===== src/rtl/q_enable_sequencer.sv =====
// One-hot enable sequencer for Q-table / action register enables.
// Registered outputs, valid/ready request handshake, PULSE / HOLD / SCAN modes.
module q_enable_sequencer #(
  parameter  int unsigned SEL_W = 4,
  localparam int unsigned N_OUT = 2 ** SEL_W
) (
  input  logic             clk,
  input  logic             rst,
  input  logic             req_valid,
  output logic             req_ready,
  input  logic [SEL_W-1:0] sel,
  input  logic [1:0]       mode,
  input  logic [SEL_W-1:0] scan_end,
  input  logic             adv,
  input  logic             clr,
  output logic [N_OUT-1:0] en,
  output logic [SEL_W-1:0] idx,
  output logic             en_valid,
  output logic             done
);

  typedef enum logic [1:0] {
    S_IDLE  = 2'd0,
    S_PULSE = 2'd1,
    S_HOLD  = 2'd2,
    S_SCAN  = 2'd3
  } state_e;

  state_e           state_q;
  logic [N_OUT-1:0] en_q;
  logic [SEL_W-1:0] idx_q;
  logic [SEL_W-1:0] scan_end_q;
  logic             en_valid_q;
  logic             done_q;
  logic             req_ready_q;

  // PULSE doubles as the "final enable cycle" state: HOLD release and SCAN
  // completion pass through it so done lands together with the last enable.
  always_ff @(posedge clk) begin
    if (rst) begin
      state_q     <= S_IDLE;
      en_q        <= '0;
      idx_q       <= '0;
      scan_end_q  <= '0;
      en_valid_q  <= 1'b0;
      done_q      <= 1'b0;
      req_ready_q <= 1'b1;
    end else begin
      done_q <= 1'b0;
      case (state_q)
        S_IDLE: begin
          if (req_valid && req_ready_q) begin
            en_q        <= N_OUT'(1) << sel;
            idx_q       <= sel;
            scan_end_q  <= scan_end;
            en_valid_q  <= 1'b1;
            req_ready_q <= 1'b0;
            case (mode)
              2'b01:   state_q <= S_HOLD;
              2'b10:   state_q <= S_SCAN;
              default: begin
                state_q <= S_PULSE;
                done_q  <= 1'b1;
              end
            endcase
          end
        end
        S_PULSE: begin
          en_q        <= '0;
          en_valid_q  <= 1'b0;
          req_ready_q <= 1'b1;
          state_q     <= S_IDLE;
        end
        S_HOLD: begin
          if (clr) begin
            done_q  <= 1'b1;
            state_q <= S_PULSE;
          end
        end
        S_SCAN: begin
          // Abort beats advance; an aborted scan never reports done.
          if (clr) begin
            en_q        <= '0;
            en_valid_q  <= 1'b0;
            req_ready_q <= 1'b1;
            state_q     <= S_IDLE;
          end else if (adv) begin
            if (idx_q == scan_end_q) begin
              done_q  <= 1'b1;
              state_q <= S_PULSE;
            end else begin
              idx_q <= idx_q + SEL_W'(1);
              en_q  <= {en_q[N_OUT-2:0], en_q[N_OUT-1]};
            end
          end
        end
        default: state_q <= S_IDLE;
      endcase
    end
  end

  assign en        = en_q;
  assign idx       = idx_q;
  assign en_valid  = en_valid_q;
  assign done      = done_q;
  assign req_ready = req_ready_q;

endmodule


===== config.mk =====
export PLATFORM = sky130hd
export DESIGN_NAME = q_enable_sequencer
export DESIGN_NICKNAME = d
export VERILOG_FILES = /design/src/rtl/q_enable_sequencer.sv
export SDC_FILE = /design/constraint.sdc
export NUM_CORES = 1
export LEC_CHECK = 0
export ABC_CLOCK_PERIOD_IN_PS = 4300
export BUFFER_PORTS_ARGS = -buffer_cell sky130_fd_sc_hd__buf_4
export CAP_MARGIN = 15
export CORE_AREA = 5 5 61 63
export CTS_CLUSTER_SIZE = 12
export DETAILED_ROUTE_END_ITERATION = 16
export DIE_AREA = 0 0 66 68
export PLACE_DENSITY_LB_ADDON = 0.2
export SETUP_SLACK_MARGIN = 0.5
export SYNTH_ARGS = -nofsm -noshare
export SYNTH_HDL_FRONTEND = slang
export SYNTH_SLANG_ARGS = --single-unit

===== constraint.sdc =====
create_clock -name clk -period 4.3 [get_ports clk]
set_input_delay 0.86 -clock clk [delete_from_list [all_inputs] [get_ports clk]]
set_output_delay 0.86 -clock clk [all_outputs]
set_load 0.05 [all_outputs]

After elaboration in Yosys (flattened, before gate mapping)
Cells that the tools add are included.
- memories kept: 0
- latch bits: 0
- input port bits: 15
- RAM bits: 0
- flip-flop bits (word level): 29
- memory bits (read-only): 0
- word-level logic and storage cells: 64
- output and inout port bits: 23
- bitwise operators: 0
- divide/modulo/power cells: 0
- equal/unequal tests: 15
- shift operators: 1
- multipliers: 0
- magnitude comparators: 0
- $add $sub $neg: 1
- reduce and logical (&&, ||, !) cells: 10
- multiplexer cells: 30
- operators by type and width (kind ; number):
    16-bit two-way mux ; 4
    16-bit one-hot mux with 3 select lines ; 1
    4-bit two-way mux ; 4
    1-bit by 4-bit << shifter with 16-bit output (first input constant) ; 1
    2-bit != test (second input constant) ; 6
    1-bit two-way mux ; 10
    2-bit two-way mux ; 5
    3-bit != test (second input constant) ; 3
    1-bit one-hot mux with 3 select lines ; 3
    2-bit one-hot mux with 4 select lines ; 1
    4-bit one-hot mux with 2 select lines ; 1
    4-bit AND reduction ; 2
    2-bit == test (second input constant) ; 3
    5-bit AND reduction ; 1
    4-bit by 1-bit adder with 4-bit output (second input constant) ; 1
    2-bit by 1-bit == test with 1-bit output (second input constant) ; 2
    4-bit == test ; 1
    2-bit one-hot mux with 2 select lines ; 1
    3-bit AND reduction ; 1
    3-bit nonzero test ; 1
    2-bit logical NOT ; 1
    2-bit AND reduction ; 1
    2-bit nonzero test ; 1
    2-bit OR reduction ; 1
    1-bit logical AND ; 1

Depth between registers and ports, before layout
Gate-level depths: netlist of the first run.
- depth in word-level cells: 5
- gate-level depth with buffers: 6
- mapped depth without buffers: 6

Worst setup path before layout of the first run
No wires, ideal clock.
- kind: register -> register
- start: reg idx_q[0] (netlist: idx[0])
- end: reg en_q[0] (netlist: en[0])
- data arrival time: 1851 ps
- required time: 4179 ps
- library setup time: 121 ps
- buffers on the path: 1
- period minus slack after synthesis: 1972 ps
- slack: 2328 ps
- cell stages (with the launch flop): 6
- cell sequence: dfxtp_1 -> xnor2_2 -> nand4_1 -> o21ai_4 -> buf_12 -> mux2_4
- longest elaborated chain between the ends: 3
- RTL lines (item ; line ; RTL):
    from (decl) ; 31 ; logic [SEL_W-1:0] idx_q;
    from (signal assigned) ; 54 ; idx_q <= sel;
    from (signal assigned) ; 92 ; idx_q <= idx_q + SEL_W'(1);
    4-bit == test ; 88 ; if (idx_q == scan_end_q) begin
    3-bit != test (no line) ; -- ;
    4-bit AND reduction (no line) ; -- ;
    to (signal assigned) ; 53 ; en_q <= N_OUT'(1) << sel;
    to (signal assigned) ; 93 ; en_q <= {en_q[N_OUT-2:0], en_q[N_OUT-1]};
    to (decl) ; 30 ; logic [N_OUT-1:0] en_q;
No other way between the ends.
A chain may end at the register's enable or synchronous reset.

Worst setup path after layout of the first run
- start: reg idx_q[2] (netlist: idx[2])
- end: reg en_q[11] (netlist: en[11])
The elaborated chain is that of the path after synthesis.

==> impl_metrics.ini, run 1 <==
[run_status]
outcome = finished clean

[sta]
unrepaired_setup_endpoints_after_global_routing = false
hold_violations = 0
final.min_clock_period_ps = 2060
fin_hold_ws_ps = 507
slew-limit-headroom_pct = 55.5
setup_viol = 0
drv_slew = 0
timing.final.crit_share_pct = 47.8
actual_transition_at_the_worst_max_transition_pin_ps = 665
timing.fmax_mhz = 486
final_clock_skew_ps = 6.26
totalNegativeSetupSlack_ps = 0

[layout]
antennaDiodeCount = 0
nFillCells = 278
final_net_count = 242
drive_above_1_share_pct = 31.0
area_delta_synth_final_pct = 18.0
finalCoreUtilization_pct = 64.7

[logic_synthesis]
synth.yosys.seq_area_share_pct = 33.3
syn_inst = 192
synth_area_um2 = 1740
synth-seq-cells = 29
async_flop_share_pct = 0
synthesis.area_per_instance_um2 = 9.08
dominantRegCellSynth = dfxtp_1
yosysWarnings = 0
syn-num-nets = 209
synth-edff-count = 0
synth_cell_type_count = 45

[hold_path]
min-delay-path-class = reg -> reg

[power]
net_switching_fraction_of_the_power_pct = 37.7
power-per-cell-area_nw_per_um2 = 351
power.internal_mw = 0.450
worst_ir_drop_vdd_mv = 0.166
p_seq_share_pct = 44.0
p_comb_share_pct = 34.2
p_switching_mw = 0.272
leakage_nw = 0.859
clkPwrFrac_pct = 21.8

[floorplanning]
core_region_area_um2 = 3180
fp.dieArea_um2 = 4490
chipWidth_um = 66
start_util_pct = 54.8
design.portCount = 38
floorplan.rows = 21
die_extent_in_y_um = 68

[clock_tree]
ctsHoldBuffers = 0
clk_root_buffer_cell = clkbuf_4
cts-htree-levels = 2
clkSinkCount = 29
clk_path_buf_depth = 2
cts_made_buffers = 5
cts.repair_timing.setup_buffer_count = 0
clkLatencyLatePin_ps = 330
cts.repair.resized = 0
clk_pin_slew_worst_paths_ps = 90
cts_tree = yes

[grt]
initial_antenna_violation_count = 0
grt_overflow_total = 0
grt.total_usage_pct = 19.8
first_global_vias = 1557
grt_first_pass_wirelength_um = 6820
grt_max_degree = 46

[worst_setup_path]
arrival_ps = 2270
worstSetupEndpointType = flop
reg_to_reg_endpoint = en[11]
worstRegToRegCells = 4
worst_ep_required_time_ps = 4520
reg2reg_from = idx[2]
cp_max_fo = 16
reg2reg_setup_slack_ps = 2240
setup.worst_path.start_class = flop
crit_type = reg -> reg
worst_setup_path_startpoint = idx[2]
setup.worst_path.end = en[11]

[routing]
postRouteAntennaNets = 0
detail_route.vias_per_cell = 5.78
dr.first_iter.drc_count = 141
route.final.wire_length_um = 4220
detail_route.first_pass.iterations = 4
residual_drc = 0
avgRoutedWirePerCell_um = 15.5
routed_vias = 1573

[placed_design]
finalWeightedCongestion = 0.872
port_buffers = 37
hpwlAfterDp_um = 2980

[flow_run]
cap_violations = 0
==> worst max-delay path: stages (launching register included) <==
cell and delay [ps]:
dfxtp_1 470, xnor2_2 180, nand4_1 260, o21ai_4 630
mux2_2 400
==> per-stage QoR <==
stage	setup slack (ps)	power, mW	cell area, um^2	cells
after CTS	2060	0.722	2050	271
final	2240	0.722	2060	272
after global routing	2140	0.757	2060	272
after global placement	1810	0.559	2000	263
after floorplan	2330	0.514	1740	192
after detailed placement	1750	0.567	2000	263
==> synthesized netlist by cell type (all sizes together) (3+ instances only) <==
cell type   n  share of area (%)
dfxtp      29                 33
nand3       4                1.1
clkbuf      6                1.3
a21oi       9                2.6
buf         6                3.0
a22oi       8                3.4
nor2b      20                7.2
and3        3                1.1
mux2       17                 13
nand2      15                3.2
inv         4               0.86
a32oi       8                4.0
nor2       23                5.0
xnor2       4                3.7
o21ai      10                3.5
==> sequential cells by signal, summed over array words and instances (netlist names) <==
name,cells
idx,4
done,1
en_valid,1
req_ready,1
scan_end_q,4
state_q,2
en,16
==> cell type report <==
| class | count | area (um^2) | area share (%) |
|---|---|---|---|
| clock buffers | 8 | 48.8 | 2.37 |
| inverters | 4 | 15.0 | 0.730 |
| multi-input cells | 147 | 1070 | 52.1 |
| flip-flops and latches | 29 | 581 | 28.2 |
| well taps | 46 | 57.6 | 2.80 |
| repair buffers | 38 | 283 | 13.7 |
==> worst min path at each step <==
| stage | from | to | cells past startpoint |
|---|---|---|---|
| global placement | en_valid | en_valid | 2 |
| global route | scan_end_q[2] | scan_end_q[2] | 2 |
| finish | scan_end_q[1] | scan_end_q[1] | 2 |
| CTS | scan_end_q[1] | scan_end_q[1] | 2 |
| floorplan | scan_end_q[0] | scan_end_q[0] | 2 |
| detailed placement | scan_end_q[1] | scan_end_q[1] | 2 |
==> cell families after synthesis <==
kind of cell,Yosys count,synth area share (%)
AND/OR/NAND/NOR,77,23.0
AO/OA/AOI/OAI,46,19.7
flip-flops,29,33.3
multiplexers,17,13.1
buffers and inverters,16,5.17
XOR/XNOR,5,4.24
adder cells (fa/ha/maj),2,1.44
==> power by group through the flow <==
stage          combinational (mW)  clock [mW]  sequential [mW]
2_1_floorplan               0.158           0            0.356
3_3_place_gp                0.237           0            0.322
3_5_place_dp                0.243           0            0.324
4_1_cts                     0.244       0.160            0.317
5_1_grt                     0.264       0.172            0.322
6_report                    0.247       0.157            0.318
==> layer usage <==
metal	part of all wire (%)	up-vias	track usage, %	routed length [um]
met5	0	-	0	0
met4	1.4	0	7.87	60
met3	4.2	9	5.42	178
met2	51	48	35.8	2150
met1	44	757	22.1	1840
li1	-	759	-	-
==> cell usage in the layout (no fill, tap or decap), drive strengths merged, types with 2 or more instances in the layout <==
cell type,Yosys,final
xnor2,4,4
inv,4,4
mux2,17,17
nor2b,20,20
and3,3,3
a21oi,9,9
nand2,15,15
nand3,4,4
dfxtp,29,29
clkbuf,6,8
a311oi,2,2
a2bb2oi,2,2
a22oi,8,8
a32oi,8,8
nor2,23,23
buf,6,38
o21ai,10,10
ha,2,2
nor3,2,2
No activity file was read; power rests on OpenSTA's default activity.
==> inputs of run 2 (changes only) <==
--- a/config.mk
+++ b/config.mk
@@ -5,13 +5,13 @@
 export SDC_FILE = /design/constraint.sdc
 export NUM_CORES = 1
 export LEC_CHECK = 0
-export ABC_CLOCK_PERIOD_IN_PS = 4300
+export ABC_CLOCK_PERIOD_IN_PS = 1700
 export BUFFER_PORTS_ARGS = -buffer_cell sky130_fd_sc_hd__buf_4
 export CAP_MARGIN = 15
-export CORE_AREA = 5 5 61 63
+export CORE_AREA = 5 5 66 68
 export CTS_CLUSTER_SIZE = 12
 export DETAILED_ROUTE_END_ITERATION = 16
-export DIE_AREA = 0 0 66 68
+export DIE_AREA = 0 0 71 73
 export PLACE_DENSITY_LB_ADDON = 0.2
 export SETUP_SLACK_MARGIN = 0.5
 export SYNTH_ARGS = -nofsm -noshare
==> constraint.sdc (replaced) <==
create_clock -name clk -period 1.7 [get_ports clk]
set_input_delay 0.34 -clock clk [delete_from_list [all_inputs] [get_ports clk]]
set_output_delay 0.34 -clock clk [all_outputs]
set_load 0.05 [all_outputs]
==> impl_metrics.ini, run 2 (synthesis gave the netlist of run 1 again) <==
[placed_design]
dpl_worst_slack_ps = 84.0
placedInstanceArea_um2 = 2100
port_buffers = 37
hpwlAfterDp_um = 2820
finalWeightedCongestion = 0.774
place_inst = 273

[clock_tree]
clk_path_buf_depth = 2
clk_pin_slew_worst_paths_ps = 60
cts-htree-levels = 2
clkLatencyLatePin_ps = 290
cts_tree = yes
clkSinkCount = 29
clk_root_buffer_cell = clkbuf_8
cts_made_buffers = 5

[routing]
route.final.wire_length_um = 5290
residual_drc = 0
detail_route.first_pass.iterations = 4
postRouteAntennaNets = 0
dr.first_iter.drc_count = 178
avgRoutedWirePerCell_um = 17.3
routed_vias = 1715
detail_route.vias_per_cell = 5.62

[worst_setup_path]
worst_ep_required_time_ps = 1880
worstSetupEndpointType = flop
setup.worst_path.start_class = flop
crit_type = reg -> reg
worstRegToRegCells = 5
cp_max_fo = 8
arrival_ps = 1820

[layout]
seqCellArea_um2 = 628
nFillCells = 288
most-common-layout-cells = 34 x buf_4, 26 x buf_6, 23 x nor2_1
area_delta_synth_final_pct = 52.1
stdcell_count = 305
drive_above_1_share_pct = 52.9
max_reg_flops = 16
final_area_um2 = 2650
multi_input_area_um2 = 1190
antennaDiodeCount = 0
final_net_count = 271
most_common_cell_after_layout_fill_and_taps_aside = buf_4

[hold_path]
min-delay-path-class = in -> reg
hold_path_depth = 3

[grt]
initial_antenna_violation_count = 0
grt.total_usage_pct = 19.2
first_global_vias = 1629
grt_first_pass_wirelength_um = 7810
grt_max_degree = 46
grt_overflow_total = 0

[power]
finalPower_mw = 2.44
power-per-cell-area_nw_per_um2 = 922
worst_ir_drop_vdd_mv = 0.581
leakage_nw = 1.10

[sta]
final.min_clock_period_ps = 1640
slew-limit-headroom_pct = 66.2
actual_transition_at_the_worst_max_transition_pin_ps = 506
hold_violations = 0
final_clock_skew_ps = 11.0
drv_slew = 0
timing.fmax_mhz = 609
unrepaired_setup_endpoints_after_global_routing = true
fin_ws_ps = 56.9
fin_hold_ws_ps = 292
setup_viol = 0
timing.final.crit_share_pct = 96.7

[floorplanning]
design.portCount = 38
fp.dieArea_um2 = 5180
start_util_pct = 45.9
floorplan.rows = 23
core_region_area_um2 = 3800
die_extent_in_y_um = 73
chipWidth_um = 71

[flow_run]
cap_violations = 0

[run_status]
outcome = finished clean
## run 2: through the flow
| step | TNS, ps | utilization [%] |
|---|---|---|
| 2_1_floorplan | 0 | - |
| 3_3_place_gp | 0 | 55.2 |
| 3_5_place_dp | 0 | 55.2 |
| 4_1_cts | 0 | 65.2 |
| 5_1_grt | -139 | 69.8 |
| 6_report | 0 | 69.8 |
## run 2: critical path: stages, from the launching register on
cell and delay, ps:
dfxtp_4 370, xnor2_4 200, nand4_1 200, o21ai_4 250, clkbuf_16 210, mux2_4 290
## run 2: path summary, 6_finish.rpt
path                                     from             to  slack, ps
worst max-delay path            scan_end_q[2]         en[13]         60
worst min-delay path              scan_end[1]  scan_end_q[1]        290
worst max register to register  scan_end_q[2]         en[13]         60
worst min register to register  scan_end_q[3]  scan_end_q[3]        470
## run 2: repair_timing
item | CTS | global route
gates resized for setup | 40 | 42
gates cloned | 1 | 0
pin swaps | 9 | 13
setup buffers | 17 | 6
endpoints found under the hold margin | 0 | 0
hold buffers | 0 | 0
endpoints found under the setup margin | 40 | 45
## run 2: layer usage
metal | vias up | GRT usage, % | wire [um]
met3 | 14 | 5.79 | 359
li1 | 817 | - | -
met2 | 77 | 30.4 | 2630
met1 | 807 | 24.0 | 2200
met5 | - | 0 | 0
met4 | 0 | 8.98 | 105
## run 2: layout make-up
class                   instances  area share [%]
multi-input cells             147            44.7
repair buffers                 67            25.4
flip-flops and latches         29            23.7
clock buffers                   5            2.60
well taps                      50            2.36
clock inverters                 3           0.661
inverters                       4           0.566
## run 2: power by group
group	internal, mW	switching, mW
Clock	0.282	0.279
Sequential	0.738	0.0691
Combinational	0.543	0.534
Total	1.56	0.882
==> inputs of run 3 (changes only) <==
--- a/config.mk
+++ b/config.mk
@@ -12,7 +12,7 @@
 export CTS_CLUSTER_SIZE = 12
 export DETAILED_ROUTE_END_ITERATION = 16
 export DIE_AREA = 0 0 71 73
-export PLACE_DENSITY_LB_ADDON = 0.2
+export PLACE_DENSITY = 0.8
 export SETUP_SLACK_MARGIN = 0.5
 export SYNTH_ARGS = -nofsm -noshare
 export SYNTH_HDL_FRONTEND = slang
==> impl_metrics.ini, run 3 (synthesis gave the netlist of run 1 again) <==
[placed_design]
port_buffers = 37
finalWeightedCongestion = 0.863
place_inst = 272
hpwlAfterDp_um = 2880

[clock_tree]
clk_pin_slew_worst_paths_ps = 70
cts_made_buffers = 5
clkSinkCount = 29
clk_root_buffer_cell = clkbuf_8
ctsHoldBuffers = 0
cts_tree = yes
cts-htree-levels = 2
clk_path_buf_depth = 2
clkLatencyLatePin_ps = 290

[layout]
area_delta_synth_final_pct = 47.4
most_common_cell_after_layout_fill_and_taps_aside = buf_4
final_net_count = 261
most-common-layout-cells = 27 x buf_4, 23 x buf_6, 22 x nor2_1
max_reg_flops = 16
drive_above_1_share_pct = 51.0
antennaDiodeCount = 0
finalCoreUtilization_pct = 67.6
stdcell_count = 295

[routing]
routed_vias = 1680
postRouteAntennaNets = 0
detail_route.vias_per_cell = 5.69
dr.first_iter.drc_count = 131
detail_route.first_pass.iterations = 4
route.final.wire_length_um = 5040
avgRoutedWirePerCell_um = 17.1
residual_drc = 0

[sta]
slew-limit-headroom_pct = 66.3
drv_slew = 0
actual_transition_at_the_worst_max_transition_pin_ps = 504
fin_hold_ws_ps = 300
timing.final.crit_share_pct = 96.8
final.min_clock_period_ps = 1650
final_clock_skew_ps = 4.91
setup_viol = 0
totalNegativeSetupSlack_ps = 0
unrepaired_setup_endpoints_after_global_routing = true
timing.fmax_mhz = 608
hold_violations = 0

[power]
clkPwrFrac_pct = 27.0
power-per-cell-area_nw_per_um2 = 930
p_switching_mw = 0.826
leakage_nw = 1.06
worst_ir_drop_vdd_mv = 0.508
power.internal_mw = 1.56
p_seq_share_pct = 34.7
finalPower_mw = 2.39
p_comb_share_pct = 38.3
net_switching_fraction_of_the_power_pct = 34.6

[worst_setup_path]
reg2reg_from = scan_end_q[1]
worstSetupEndpointType = flop
cp_max_fo = 8
worstRegToRegCells = 6
crit_type = reg -> reg
worst_setup_path_startpoint = scan_end_q[1]
arrival_ps = 1820
worst_ep_required_time_ps = 1870
setup.worst_path.start_class = flop

[run_status]
outcome = finished clean

[floorplanning]
design.portCount = 38
start_util_pct = 45.9
fp.dieArea_um2 = 5180
core_region_area_um2 = 3800
floorplan.rows = 23
chipWidth_um = 71
die_extent_in_y_um = 73

[grt]
grt.total_usage_pct = 19.8
grt_overflow_total = 0
grt_first_pass_wirelength_um = 8030
initial_antenna_violation_count = 0
grt_max_degree = 46
first_global_vias = 1635

[hold_path]
hold_path_depth = 3
worst_hold_startpoint = scan_end[2]
min-delay-path-class = in -> reg

[flow_run]
cap_violations = 0
==> run 3: changes by cell type in the layout (fill, tap and decap cells not counted), sizes merged <==
cell,previous run,this run
buf,66,57
clkinv,3,1
clkbuf,6,7
==> run 3: metal layers <==
| metal | share of wire (%) | wire (um) | GRT usage (%) | vias up |
|---|---|---|---|---|
| met2 | 53 | 2670 | 32.4 | 63 |
| li1 | - | - | - | 805 |
| met4 | 0.95 | 48 | 7.52 | 0 |
| met5 | 0 | 0 | 0 | - |
| met1 | 40 | 2010 | 24.7 | 805 |
| met3 | 6.1 | 305 | 5.79 | 7 |
==> run 3: worst paths after layout <==
path / endpoint / slack (ps)
worst max-delay path: en[15] / 50
worst min-delay path: scan_end_q[2] / 300
worst max register to register: en[15] / 50
worst min register to register: scan_end_q[3] / 490
==> run 3: layout make-up <==
type / instances / area [um^2]
well taps: 50 / 62.6
clock inverters: 1 / 5.00
inverters: 4 / 15.0
flip-flops and latches: 29 / 632
multi-input cells: 147 / 1170
repair buffers: 57 / 589
fillers: 302 / 1230
clock buffers: 7 / 96.3
==> run 3: critical path: stages, from the launching register on <==
cell	delay (ps)
dfxtp_4	360
xnor2_4	170
nand4_1	220
o21ai_4	210
buf_6	120
buf_12	110
mux2_2	330
==> run 3: through the flow <==
step	worst slack (ps)	instance area, um^2
after global routing	9.00	2570
after global placement	100	2090
after CTS	80.6	2450
final	54.9	2570
after detailed placement	72.0	2090
after floorplan	66.9	1780
==> run 3: timing repair <==
action,4_1_cts,5_1_grt
pin swaps,7,2
gates resized for setup,40,31
setup endpoints to repair,41,46
gates cloned,1,0
buffers inserted,10,4
endpoints found under the hold margin,0,0
==> run 3: power by group through the flow <==
stage	Combinational, mW	Sequential (mW)	Clock (mW)
final	0.916	0.829	0.645
after CTS	0.852	0.817	0.653
after detailed placement	0.655	0.821	0
after global placement	0.650	0.819	0
after floorplan	0.408	0.906	0
after global routing	0.970	0.839	0.695
